[config.mk]
export PLATFORM = sky130hd
export DESIGN_NAME = mem_tag_arbiter
export DESIGN_NICKNAME = d
export VERILOG_FILES = /design/src/rtl/mem_tag_arbiter.sv
export SDC_FILE = /design/constraint.sdc
export NUM_CORES = 1
export LEC_CHECK = 0
export ABC_AREA = 1
export CAP_MARGIN = 0
export CORE_MARGIN = 10
export CORE_UTILIZATION = 41
export CTS_BUF_LIST = sky130_fd_sc_hd__clkbuf_4 sky130_fd_sc_hd__clkbuf_8 sky130_fd_sc_hd__clkbuf_16
export CTS_CLUSTER_SIZE = 40
export DETAILED_ROUTE_END_ITERATION = 8
export HOLD_SLACK_MARGIN = 0.12
export PLACE_DENSITY = 0.82
export SLEW_MARGIN = 20
export SYNTH_ARGS = -nofsm -noshare
export SYNTH_HDL_FRONTEND = slang
export SYNTH_SLANG_ARGS = --single-unit
[constraint.sdc]
create_clock -name clk -period 1.69 [get_ports clk]
set_clock_uncertainty 0.1 [all_clocks]
set_input_delay 0.169 -clock clk [delete_from_list [all_inputs] [get_ports clk]]
set_output_delay 0.169 -clock clk [all_outputs]
set_load 0.01 [all_outputs]
[src/rtl/mem_tag_arbiter.sv]
// mem_tag_arbiter: shares a single tagged memory command port between an
// icache (reads only) and a dcache (reads and writes).
// Each command is issued through the states IDLE -> CMD, plus WDATA for writes.
// Refill beats are steered back to their requester by tag bit 0.
// Ports:
//   clk, reset            - clock and asynchronous active-low reset
//   ic_req_* / ic_resp_*  - icache read request and refill beat strobe
//   dc_req_* / dc_resp_*  - dcache request (rw=1 write) and refill beat strobe
//   dc_data_valid/ready   - dcache write-data handshake (data bits bypass)
//   mem_req_*             - memory command (addr, rw, tag)
//   mem_data_valid/ready  - memory write-data handshake
//   mem_resp_valid/tag    - memory response beat
module mem_tag_arbiter #(
    parameter int unsigned ADDR_BITS = 28,
    parameter int unsigned TAG_BITS  = 5,
    parameter int unsigned BEATS     = 4
) (
    input  logic                 clk,
    input  logic                 reset,
    input  logic                 ic_req_valid,
    output logic                 ic_req_ready,
    input  logic [ADDR_BITS-1:0] ic_req_addr,
    output logic                 ic_resp_valid,
    input  logic                 dc_req_valid,
    output logic                 dc_req_ready,
    input  logic                 dc_req_rw,
    input  logic [ADDR_BITS-1:0] dc_req_addr,
    input  logic                 dc_data_valid,
    output logic                 dc_data_ready,
    output logic                 dc_resp_valid,
    output logic                 mem_req_valid,
    input  logic                 mem_req_ready,
    output logic                 mem_req_rw,
    output logic [ADDR_BITS-1:0] mem_req_addr,
    output logic [TAG_BITS-1:0]  mem_req_tag,
    output logic                 mem_data_valid,
    input  logic                 mem_data_ready,
    input  logic                 mem_resp_valid,
    input  logic [TAG_BITS-1:0]  mem_resp_tag
);

    localparam int unsigned CNT_W = (BEATS > 1) ? $clog2(BEATS) : 1;
    localparam logic [CNT_W-1:0] LAST_BEAT = CNT_W'(BEATS - 1);

    typedef enum logic [1:0] {
        S_IDLE  = 2'd0,
        S_CMD   = 2'd1,
        S_WDATA = 2'd2
    } state_e;

    state_e                 state_q, state_d;
    logic                   src_q, src_d;       // 0 = ic, 1 = dc
    logic                   rw_q, rw_d;
    logic [ADDR_BITS-1:0]   addr_q, addr_d;
    logic                   rr_q, rr_d;         // source accepted last
    logic                   ic_busy_q, ic_busy_d;
    logic                   dc_busy_q, dc_busy_d;
    logic [CNT_W-1:0]       ic_cnt_q, ic_cnt_d;
    logic [CNT_W-1:0]       dc_cnt_q, dc_cnt_d;
    logic [CNT_W-1:0]       wcnt_q, wcnt_d;

    logic in_cmd, in_wdata, ic_elig, dc_elig, grant_dc, read_accept;
    logic unused_tag_bits;

    // Upper tag bits are not needed for steering; only bit 0 selects the source.
    assign unused_tag_bits = ^mem_resp_tag;

    assign in_cmd   = (state_q == S_CMD);
    assign in_wdata = (state_q == S_WDATA);

    // Command and handshake outputs decode straight from the held state.
    assign mem_req_valid  = in_cmd;
    assign mem_req_rw     = rw_q;
    assign mem_req_addr   = addr_q;
    assign mem_req_tag    = TAG_BITS'(src_q);
    assign ic_req_ready   = in_cmd & ~src_q & mem_req_ready;
    assign dc_req_ready   = in_cmd &  src_q & mem_req_ready;
    assign mem_data_valid = in_wdata & dc_data_valid;
    assign dc_data_ready  = in_wdata & mem_data_ready;

    // Beats for a source that has no refill outstanding are silently dropped.
    assign ic_resp_valid = mem_resp_valid & ~mem_resp_tag[0] & ic_busy_q;
    assign dc_resp_valid = mem_resp_valid &  mem_resp_tag[0] & dc_busy_q;

    assign ic_elig     = ic_req_valid & ~ic_busy_q;
    assign dc_elig     = dc_req_valid & ~dc_busy_q;
    // On a tie, give the grant to whoever was not accepted last.
    assign grant_dc    = dc_elig & (~ic_elig | ~rr_q);
    assign read_accept = in_cmd & mem_req_ready & ~rw_q;

    // Next-state logic: command FSM plus independent refill beat tracking.
    always_comb begin
        state_d   = state_q;
        src_d     = src_q;
        rw_d      = rw_q;
        addr_d    = addr_q;
        rr_d      = rr_q;
        ic_busy_d = ic_busy_q;
        dc_busy_d = dc_busy_q;
        ic_cnt_d  = ic_cnt_q;
        dc_cnt_d  = dc_cnt_q;
        wcnt_d    = wcnt_q;

        case (state_q)
            S_IDLE: begin
                if (ic_elig || dc_elig) begin
                    src_d   = grant_dc;
                    addr_d  = grant_dc ? dc_req_addr : ic_req_addr;
                    rw_d    = grant_dc & dc_req_rw;
                    state_d = S_CMD;
                end
            end
            S_CMD: begin
                if (mem_req_ready) begin
                    rr_d = src_q;
                    if (rw_q) begin
                        wcnt_d  = '0;
                        state_d = S_WDATA;
                    end else begin
                        state_d = S_IDLE;
                    end
                end
            end
            S_WDATA: begin
                if (dc_data_valid && mem_data_ready) begin
                    if (wcnt_q == LAST_BEAT) begin
                        wcnt_d  = '0;
                        state_d = S_IDLE;
                    end else begin
                        wcnt_d = wcnt_q + CNT_W'(1);
                    end
                end
            end
            default: state_d = S_IDLE;
        endcase

        if (ic_resp_valid) begin
            if (ic_cnt_q == LAST_BEAT) begin
                ic_cnt_d  = '0;
                ic_busy_d = 1'b0;
            end else begin
                ic_cnt_d = ic_cnt_q + CNT_W'(1);
            end
        end

        if (dc_resp_valid) begin
            if (dc_cnt_q == LAST_BEAT) begin
                dc_cnt_d  = '0;
                dc_busy_d = 1'b0;
            end else begin
                dc_cnt_d = dc_cnt_q + CNT_W'(1);
            end
        end

        // A source in CMD is never busy, so this cannot collide with a beat clear.
        if (read_accept) begin
            if (src_q) begin
                dc_busy_d = 1'b1;
            end else begin
                ic_busy_d = 1'b1;
            end
        end
    end

    // State register; rr resets to dc so ic wins the first tie.
    always_ff @(posedge clk or negedge reset) begin
        if (!reset) begin
            state_q   <= S_IDLE;
            src_q     <= 1'b0;
            rw_q      <= 1'b0;
            addr_q    <= '0;
            rr_q      <= 1'b1;
            ic_busy_q <= 1'b0;
            dc_busy_q <= 1'b0;
            ic_cnt_q  <= '0;
            dc_cnt_q  <= '0;
            wcnt_q    <= '0;
        end else begin
            state_q   <= state_d;
            src_q     <= src_d;
            rw_q      <= rw_d;
            addr_q    <= addr_d;
            rr_q      <= rr_d;
            ic_busy_q <= ic_busy_d;
            dc_busy_q <= dc_busy_d;
            ic_cnt_q  <= ic_cnt_d;
            dc_cnt_q  <= dc_cnt_d;
            wcnt_q    <= wcnt_d;
        end
    end

endmodule

# [Word level (Yosys, flattened, before mapping)]
# Index checks and enable logic that the tools add are counted.
[classes] muxes=22 n_mul=0 n_lt_le_gt_ge=0 n_div=0 addsub=3 n_eq_ne=10 n_bitwise=24 n_reduce_logical=8 shifts=0
[ops] cell="$mux 28" n=1
[ops] cell="$mux 2" n=11
[ops] cell="$and 1x1->1" n=16
[ops] cell="$eq 2x2->1 const B" n=4
[ops] cell="$mux 1" n=8
[ops] cell="$reduce_and 4->1" n=2
[ops] cell="$not 1->1" n=7
[ops] cell="$add 2x1->2 const B" n=3
[ops] cell="$ne 2x2->1 const B" n=3
[ops] cell="$pmux 2 s3" n=1
[ops] cell="$ne 2x1->1 const B" n=2
[ops] cell="$pmux 2 s2" n=1
[ops] cell="$reduce_and 2->1" n=2
[ops] cell="$eq 2x1->1 const B" n=1
[ops] cell="$logic_not 2->1" n=1
[ops] cell="$reduce_bool 2->1" n=1
[ops] cell="$logic_and 1x1->1" n=1
[ops] cell="$logic_or 1x1->1" n=1
[ops] cell="$or 1x1->1" n=1
[totals] n_memories=0 word_cells=77 latchBits=0 rom_bits=0 reg_bits=41 output_inout_bits=41 ram_bits=0 inputBits=70

# [Longest topological paths before layout]
[depth] ltp_word=6 ltp_mapped=9 depth_no_buf=7

# [Worst setup path after synthesis]
# OpenSTA, ideal clock, no wires.
[synth_timing] kind="reg2out" startpoint="register state_q[1]" endpoint="output port dc_req_ready" n_path_buf=0 required_time_ns=1.421 arrival_ns=1.026 slack_ns=0.395 stages_incl_launch_ff=4 cell_sequence="dfrtp_1 nor2_1 nand2_1 nor2_1"
[synth_between] elab_chain_len=3
[synth_lines] element="start, declared" line="51" source="state_e state_q, state_d;"
[synth_lines] element="start signal, assigned" line="179" source="state_q <= state_d;"
[synth_lines] element="$eq 2x1->1" line="68" source="assign in_cmd = (state_q == S_CMD);"
[synth_lines] element="named net mem_req_valid" line="31" source="output logic mem_req_valid,"
[synth_lines] element="$and 1x1->1 (2 in series)" line="77" source="assign dc_req_ready = in_cmd & src_q & mem_req_ready;"
[synth_lines] element="end, declared" line="25" source="output logic dc_req_ready,"
# The timed path passes the listed nets, and every way through them passes these cells.

# [Worst setup path in the final report]
[layout_timing] startpoint="register state_q[1]" endpoint="output port dc_data_ready"
[layout_between] elab_chain_len=2
[layout_lines] element="$eq 2x2->1" line="69" source="assign in_wdata = (state_q == S_WDATA);"
[layout_lines] element="$and 1x1->1" line="79" source="assign dc_data_ready = in_wdata & mem_data_ready;"
[layout_lines] element="end, declared" line="29" source="output logic dc_data_ready,"
# Every way passes these cells.

==> reports/metrics.cfg <==
[synth]
syn_inst=317
synth_most_common_cell=nand2_1
ys_seq_area_share_pct=45.71
synth_top_area_share_pct=44.54
synth_edf_count=0
synth_xor_area_share_pct=0
synthSimpleGateAreaFrac_pct=39.76
synthArstFlopShare_pct=100.0
synth_top_family_by_area=simple AND/OR/NAND/NOR gates
synth.area.mux_share_pct=0
synthFlopType=dfrtp_1
synth_compound_area_share_pct=2.561
yosys_warnings=0
yosys.area_share.adder_pct=1.670
synth-seq-cells=41
syn_avg_cell_area_um2=7.089
synthTopCellsByCount=nand2_1 (170), dfrtp_1 (40), nand3_1 (39)
synth_top_area_cell=dfrtp_1
syn_area_mm2=0.002247
synth_cell_types=20
yosys-top-cells-area=dfrtp_1 (45%), nand2_1 (28%), nand3_1 (8.7%)

[clock_tree]
cts_buffers=5
insertion_delay_ns=0.28
cts.sinks=41
cts_max_level=2
cts_tree=done
clkSlewWorstSetupHoldPaths_ns=0.08
clock-root-buffer=clkbuf_8
cts_buffer_depth=2

[timing]
setup_viol=0
finalCritPeriodShare_pct=92.82
relSlewSlack_pct=66.57
post-route-min-period_ns=1.569
hold_viol_final=0
tns_ns=0
worst_pin_slew_ns=0.5015
slew_viol_final=0
max_freq_ghz=0.6375

[drt]
antenna_left=0
routedWlPerCell_um=13.61
first_pass_iters=4
drc_errors=0
first_iter_violations=86
vias=2305
via_per_inst=4.666
wirelength_mm=6.721

[finish]
final_cell_area_mm2=0.003421
drive_gt1_share_pct=7.547
fin_cells=494
n_fill_cell=482
register_area_mm2=0.001027
nNetsFinal=496
antenna_cells=0
multi_input_area_mm2=0.001008
area_delta_synth_final_pct=52.23

[pwr]
ir_worst_vdd_v=0.0007132
p_leak_nw=1.817
power.density_mw_per_mm2=1475

[setup_path]
setup.worst_path.end_class=primary output
startpoint_type=register
cp.arrival_ns=1.30
r2r_cells=6
r2r-end=mem_req_addr[6]
reg2reg_slack_ns=0.27
worst-path-max-fanout=5
cp_data_required_time_ns=1.42
r2r_start=state_q[1]
worstSetupPathType=register to primary output

[global_route]
grt_max_degree=30
track_usage_pct=15.24
grt.overflow.total=0
grt_pass1_vias=2356
grt_pass1_wl_mm=10.94
antenna_found_initial=0

[floorplan]
io_pins=111
die_h_um=94.03
die_x_um=94.03
initial_utilization_pct=43.17
core-area_mm2=0.005205
dieArea_mm2=0.008842
placementRows=26

[place]
placed_cell_area_mm2=0.003331
placedCellCount=485
hpwl_mm=5.371
io_buffers=102
place_congestion=0.8966

[run_status]
status=completed

[job]
max_cap_violations=0

[min_path]
hp-class=input pin to async pin

## what timing repair did
action	CTS	global route
setup buffers	0	0
hold endpoints to repair	38	0
endpoints found under the setup margin	7	4
gates resized for setup	7	6
hold buffers	1	0
## final cells by class
class,count,area share (%)
Clock inverter,2,0.2926
Tap cell,70,2.560
Multi-Input combinational cell,239,29.48
Sequential cell,41,30.03
Clock buffer,6,2.231
Timing Repair Buffer,115,33.03
Inverter,21,2.377
## stage by stage
step / util, % / setup slack, ns / hold slack [ns] / total power, W
after detailed placement: 63.99 / -0.1039 / 0.06414 / 0.004492
after global placement: 63.99 / -0.1024 / 0.05703 / 0.004390
final: 65.72 / 0.1214 / 0.2760 / 0.005046
after CTS: 65.67 / 0.01872 / 0.2853 / 0.005115
after floorplan: - / 0.3951 / -0.2266 / 0.003221
after global routing: 65.72 / -0.01715 / 0.3096 / 0.005519
## state kept, by name, indices dropped and copies added, names as in the netlist
name / flops
state_q: 2
rr_q: 1
ic_cnt_q: 2
ic_busy_q: 1
mem_req_rw: 1
wcnt_q: 2
dc_busy_q: 1
mem_req_addr: 28
dc_cnt_q: 2
src_q: 1
## report_power, final
part	switching [W]	internal (W)	leakage, nW
sequential	0.000281	0.00145	0.509
combinational	0.00140	0.00129	1.26
clock	0.000323	0.000302	0.0484
## layer usage
layer	vias to the layer above	wire length (um)	GRT usage, %
li1	1181	-	-
met1	1060	2665	16.19
met2	62	3449	27.30
met3	2	588	6.875
met4	0	17	2.658
met5	-	0	0
## worst max-delay path, cell delays in order (launching register included)
cell           delay, ns
dfrtp_1             0.40
buf_4               0.16
nand2_1             0.12
nor2_1              0.05
dlygate4sd2_1       0.28
## layout by cell type (no fill, tap or decap), drive strengths merged
| cell type | netlist | layout |
|---|---|---|
| nand2 | 171 | 171 |
| o21bai | 1 | 1 |
| o21a | 2 | 2 |
| nor2 | 11 | 11 |
| dfstp | 1 | 1 |
| clkdlybuf4s15 | 0 | 1 |
| clkbuf | 0 | 7 |
| clkdlybuf4s50 | 0 | 94 |
| nand3 | 40 | 40 |
| ha | 3 | 3 |
| dlygate4sd2 | 0 | 5 |
| buf | 19 | 13 |
| clkinv | 0 | 2 |
| dfrtp | 40 | 40 |
| dlygate4sd3 | 0 | 1 |
| inv | 21 | 21 |
| conb | 1 | 4 |
| o21ai | 7 | 7 |
## worst max-delay path by stage
| stage | start | endpoint | slack [ns] |
|---|---|---|---|
| 2_1_floorplan | state_q[1] | dc_req_ready | 0.40 |
| 3_3_place_gp | mem_resp_valid | ic_resp_valid | -0.10 |
| 3_5_place_dp | mem_resp_valid | ic_resp_valid | -0.10 |
| 4_1_cts | state_q[0] | dc_req_ready | 0.02 |
| 5_1_grt | state_q[0] | dc_req_ready | -0.02 |
| 6_report | state_q[1] | dc_data_ready | 0.12 |
## cell families after synthesis
group,count (synthesis)
simple gates,222
flops,41
buf+inv,40
compound gates,10
fa+ha+maj,3
other cells,1
Note: power is estimated with default switching activity, not from simulation.
==> RTL change 1, RTL diff (config.mk and constraints unchanged) <==
Reset style: synchronous (`reset`), changed in one clocked block. Comments in the files are not updated.
--- a/src/rtl/mem_tag_arbiter.sv
+++ b/src/rtl/mem_tag_arbiter.sv
@@ -164,5 +164,5 @@
 
     // State register; rr resets to dc so ic wins the first tie.
-    always_ff @(posedge clk or negedge reset) begin
+    always_ff @(posedge clk) begin
         if (!reset) begin
             state_q   <= S_IDLE;
Formal check against the unedited RTL: differs if reset is asserted again (counterexample within 4 cycles, from zero or initial values and one cycle with reset low); with reset held inactive, the same outputs for 10 cycles.
==> RTL change 1 against the unedited design <==
Setup slack got worse by 32 ps; sequential cell count did not move; routed wire length fell by 5.0%; design area rose by 0.22%; synthesized area rose by 0.50%; count of clock-buffer cells in the layout rose by 2.
Power is not compared: it rests on default switching activity, and its combinational part moved more than twofold at a synthesized area within 25%.
==> RTL change 1: results (changes against the unedited design) <==
largest net degree at the start of global routing -> 40 (+33%)
Arr. time, crit path -> 1330 ps (+30 ps)
global-route wire length before repair -> 10380 µm (-5.1%)
post-synth cell types -> 23 (+15%)
Avg Vias per Cell -> 4.448 (-4.7%)
CP startpoint -> src_q
HPWL Detailed -> 4955 µm (-7.8%)
CP peak stage delay -> 590 ps (+190 ps)
met1 global-route usage -> 14.76% (-1.4 points)
area of the core -> 5238 µm² (+0.62%)
final WL -> 6387 µm (-5.0%)
Worst R2R Start -> state_q[0]
top cells by count, synth -> nand2_1 (108), inv_1 (69), dfxtp_1 (41)
vias in the first global route -> 2333 (-0.98%)
met3 usage -> 7.514% (+0.64 points)
asr flop ratio synth -> 0% (-100 points)
Worst Hold Class -> in2reg
GRT met2 Usage -> 24.49% (-2.8 points)
status -> completed
Layout Nets -> 527 (+6.3%)
Seq/Total Area, Yosys -> 36.34% (-9.4 points)
DP Worst Slack -> -60.84 ps (+43.08 ps)
global-route usage over all layers -> 14.37% (-0.87 points)
dpl cell area -> 3334 µm² (+0.11%)
final worst slack -> 89.44 ps (-31.92 ps)
DR iter-0 viols -> 111 (+29%)
CP max-delay cell -> clkdlybuf4s50_1
r2r endpoint -> mem_req_addr[6]
Synth Flop Type -> dfxtp_1
worst setup path end -> mem_req_tag[0]
Worst Path Max Fanout -> 6 (+1)
H-tree level count -> 2 (unchanged)
fraction of layout instances using a drive strength above 1 -> 8.571% (+1.0 points)
Ys Warns -> 0 (unchanged)
Reg2Reg Depth -> 7 (+1)
largest cells by area after synthesis -> dfxtp_1 (36%), nand2_1 (18%), inv_1 (11%), a21oi_1 (8.4%), nand3_1 (8.4%)
r2r setup slk -> 280 ps
GPL Wtd Cong -> 0.7938 (-11%)
[RTL change 1: cells by family (layout without fill, tap and decap cells)]
group | count (synthesis) | in the layout | synth area share, %
adder cells (fa/ha/maj) | 3 | 3 | 1.662
AO/OA/AOI/OAI | 42 | 42 | 9.640
AND/OR/NAND/NOR | 169 | 169 | 32.19
buffers and inverters | 95 | 196 | 20.00
flip-flops | 41 | 41 | 36.34
other | 1 | 4 | 0.1660
[RTL change 1: cell type report]
cell class	count	area [µm²]
Fill cell	485	1809
Timing Repair Buffer	114	1147
Multi-Input combinational cell	218	997.2
Sequential cell	41	824.5
Inverter	74	280.3
Clock buffer	8	91.34
Tap cell	70	87.58
[RTL change 1: where the power goes]
group	internal, mW	switching (mW)	total [mW]
registers	1.06	0.0516	1.11
logic	0.445	0.395	0.840
clock network	0.342	0.311	0.653
total	1.85	0.758	2.61
[RTL change 1: repair_timing]
item / CTS / global route
setup endpoints to repair: 5 / 2
hold buffers: 0 / 0
resized for setup: 7 / 2
[RTL change 1: through the flow]
| stage | cells | setup TNS (ps) |
|---|---|---|
| finish | 525 | 0 |
| global route | 525 | 0 |
| CTS | 525 | 0 |
| detailed placement | 517 | -63.87 |
| global placement | 517 | -49.49 |
| floorplan | 354 | 0 |
[RTL change 1: layer usage]
layer  wire [µm]  share of wire (%)  vias to the layer above
li1            -                  -                     1253
met3         701                 11                        7
met5           0                  0                        -
met1        2547                 40                     1008
met4          69                1.1                        0
met2        3068                 48                       67
[RTL change 1: worst min-delay path by stage]
stage / endpoint / depth (start not counted) / slack, ps / startpoint
2_1_floorplan: rr_q / 1 / 150 / reset
3_3_place_gp: dc_cnt_q[1] / 2 / 360 / dc_cnt_q[1]
3_5_place_dp: dc_cnt_q[1] / 2 / 360 / dc_cnt_q[1]
4_1_cts: mem_req_rw / 3 / 350 / dc_req_rw
5_1_grt: mem_req_rw / 3 / 390 / dc_req_rw
6_report: mem_req_rw / 3 / 360 / dc_req_rw
==> RTL change 2, RTL diff (config.mk and constraints unchanged) <==
Without the edit above. The parameter `TAG_BITS` goes from 5 to 7.
--- a/src/rtl/mem_tag_arbiter.sv
+++ b/src/rtl/mem_tag_arbiter.sv
@@ -13,5 +13,5 @@
 module mem_tag_arbiter #(
     parameter int unsigned ADDR_BITS = 28,
-    parameter int unsigned TAG_BITS  = 5,
+    parameter int unsigned TAG_BITS  = 7,
     parameter int unsigned BEATS     = 4
 ) (
Ports: changed (resized mem_req_tag and mem_resp_tag); port bits go from 111 to 115. The function was not compared with the original's and may differ.
==> RTL change 2 against the unedited design <==
Setup slack lost 29 ps; sequential cell count is the same; clock power grew 9.3%; synthesized cell count grew 0.63%; largest cell class unchanged; critical path depth grew 1; register-to-register slack lost 20 ps; die area grew 0.53%; power grew 2.4%; routed wire length grew 3.3%; design area grew 1.2%; cell count grew 1.2%; synthesized area grew 0.67%.
==> RTL change 2: results (changes against the unedited design) <==
status -> completed
fraction of layout instances using a drive strength above 1 -> 7.907% (+0.36 points)
Seq/Total Area, Yosys -> 45.41% (-0.30 points)
DP Worst Slack -> -84.23 ps (+19.69 ps)
met1 global-route usage -> 16.03% (-0.16 points)
HPWL Detailed -> 5534 µm (+3.0%)
Pleak -> 1.847 nW (+1.6%)
Placed Instances -> 490 (+1.0%)
pin slew with the least headroom to its limit -> 561.5 ps (+59.99 ps)
CP peak stage delay -> 380 ps (-20 ps)
Net Switching -> 2.031 mW (+1.1%)
cell family with most CP delay -> flip-flops
largest cells by area after synthesis -> dfrtp_1 (44%), nand2_1 (28%), nand3_1 (8.6%), buf_4 (3.3%), inv_1 (3.0%)
Arr. time, crit path -> 1330 ps (+30 ps)
worst vdd ir -> 0.7729 mV (+8.4%)
GPL Wtd Cong -> 0.8091 (-9.8%)
WHS -> 325.4 ps (+49.42 ps)
vias in the first global route -> 2453 (+4.1%)
share of the synthesized area in the top cell type -> 44.25% (-0.30 points)
DR vias -> 2318 (+0.56%)
post-route insts no fill -> 500 (+1.2%)
global-route wire length before repair -> 11290 µm (+3.2%)
DR iter-0 viols -> 99 (+15%)
top cells by count, synth -> nand2_1 (170), dfrtp_1 (40), nand3_1 (39)
global-route usage over all layers -> 15.60% (+0.36 points)
Worst Path Max Fanout -> 4 (-1)
Layout Nets -> 504 (+1.6%)
met3 usage -> 5.755% (-1.1 points)
GRT met2 Usage -> 28.43% (+1.1 points)
[RTL change 2: routing by layer]
layer,wire [µm],vias up,share of wire [%]
li1,-,1187,-
met1,2748,1054,40
met5,0,-,0
met4,127,0,1.8
met2,3557,64,51
met3,508,13,7.3
[RTL change 2: final cells by class]
cell class / instances / area, µm² / share of cell area [%]
inverters: 21 / 81.33 / 2.350
repair buffers: 119 / 1151 / 33.26
flip-flops and latches: 41 / 1027 / 29.68
well taps: 70 / 87.58 / 2.531
multi-input cells: 241 / 1016 / 29.36
clock buffers: 8 / 97.59 / 2.820
[RTL change 2: power groups by stage]
stage	Combinational [mW]	Clock, mW	Sequential [mW]
final	2.77	0.683	1.72
after global routing	3.11	0.749	1.77
after CTS	2.82	0.698	1.72
after detailed placement	2.80	0	1.74
after global placement	2.70	0	1.71
after floorplan	1.37	0	1.86
[RTL change 2: kinds of logic after synthesis]
logic type,after synthesis,synth area share [%]
other,1,0.1658
buffers and inverters,42,10.73
adders and majority gates,3,1.659
and+or+nand+nor,222,39.49
AOI/OAI and AO/OA,10,2.544
DFF,41,45.41
[RTL change 2: worst max path at each step]
| stage | from | to | slack (ps) | cells after the start |
|---|---|---|---|---|
| finish | state_q[0] | dc_req_ready | 90 | 5 |
| global route | state_q[0] | ic_req_ready | 10 | 5 |
| CTS | state_q[0] | ic_req_ready | 80 | 5 |
| detailed placement | mem_resp_valid | ic_resp_valid | -80 | 6 |
| global placement | mem_resp_valid | ic_resp_valid | -70 | 6 |
| floorplan | state_q[1] | dc_req_ready | 400 | 3 |
[RTL change 2: per-stage QoR]
stage / area, µm² / power, mW
after floorplan: 2281 / 3.226
after global placement: 3348 / 4.413
after detailed placement: 3348 / 4.536
after CTS: 3460 / 5.234
after global routing: 3461 / 5.629
final: 3461 / 5.168
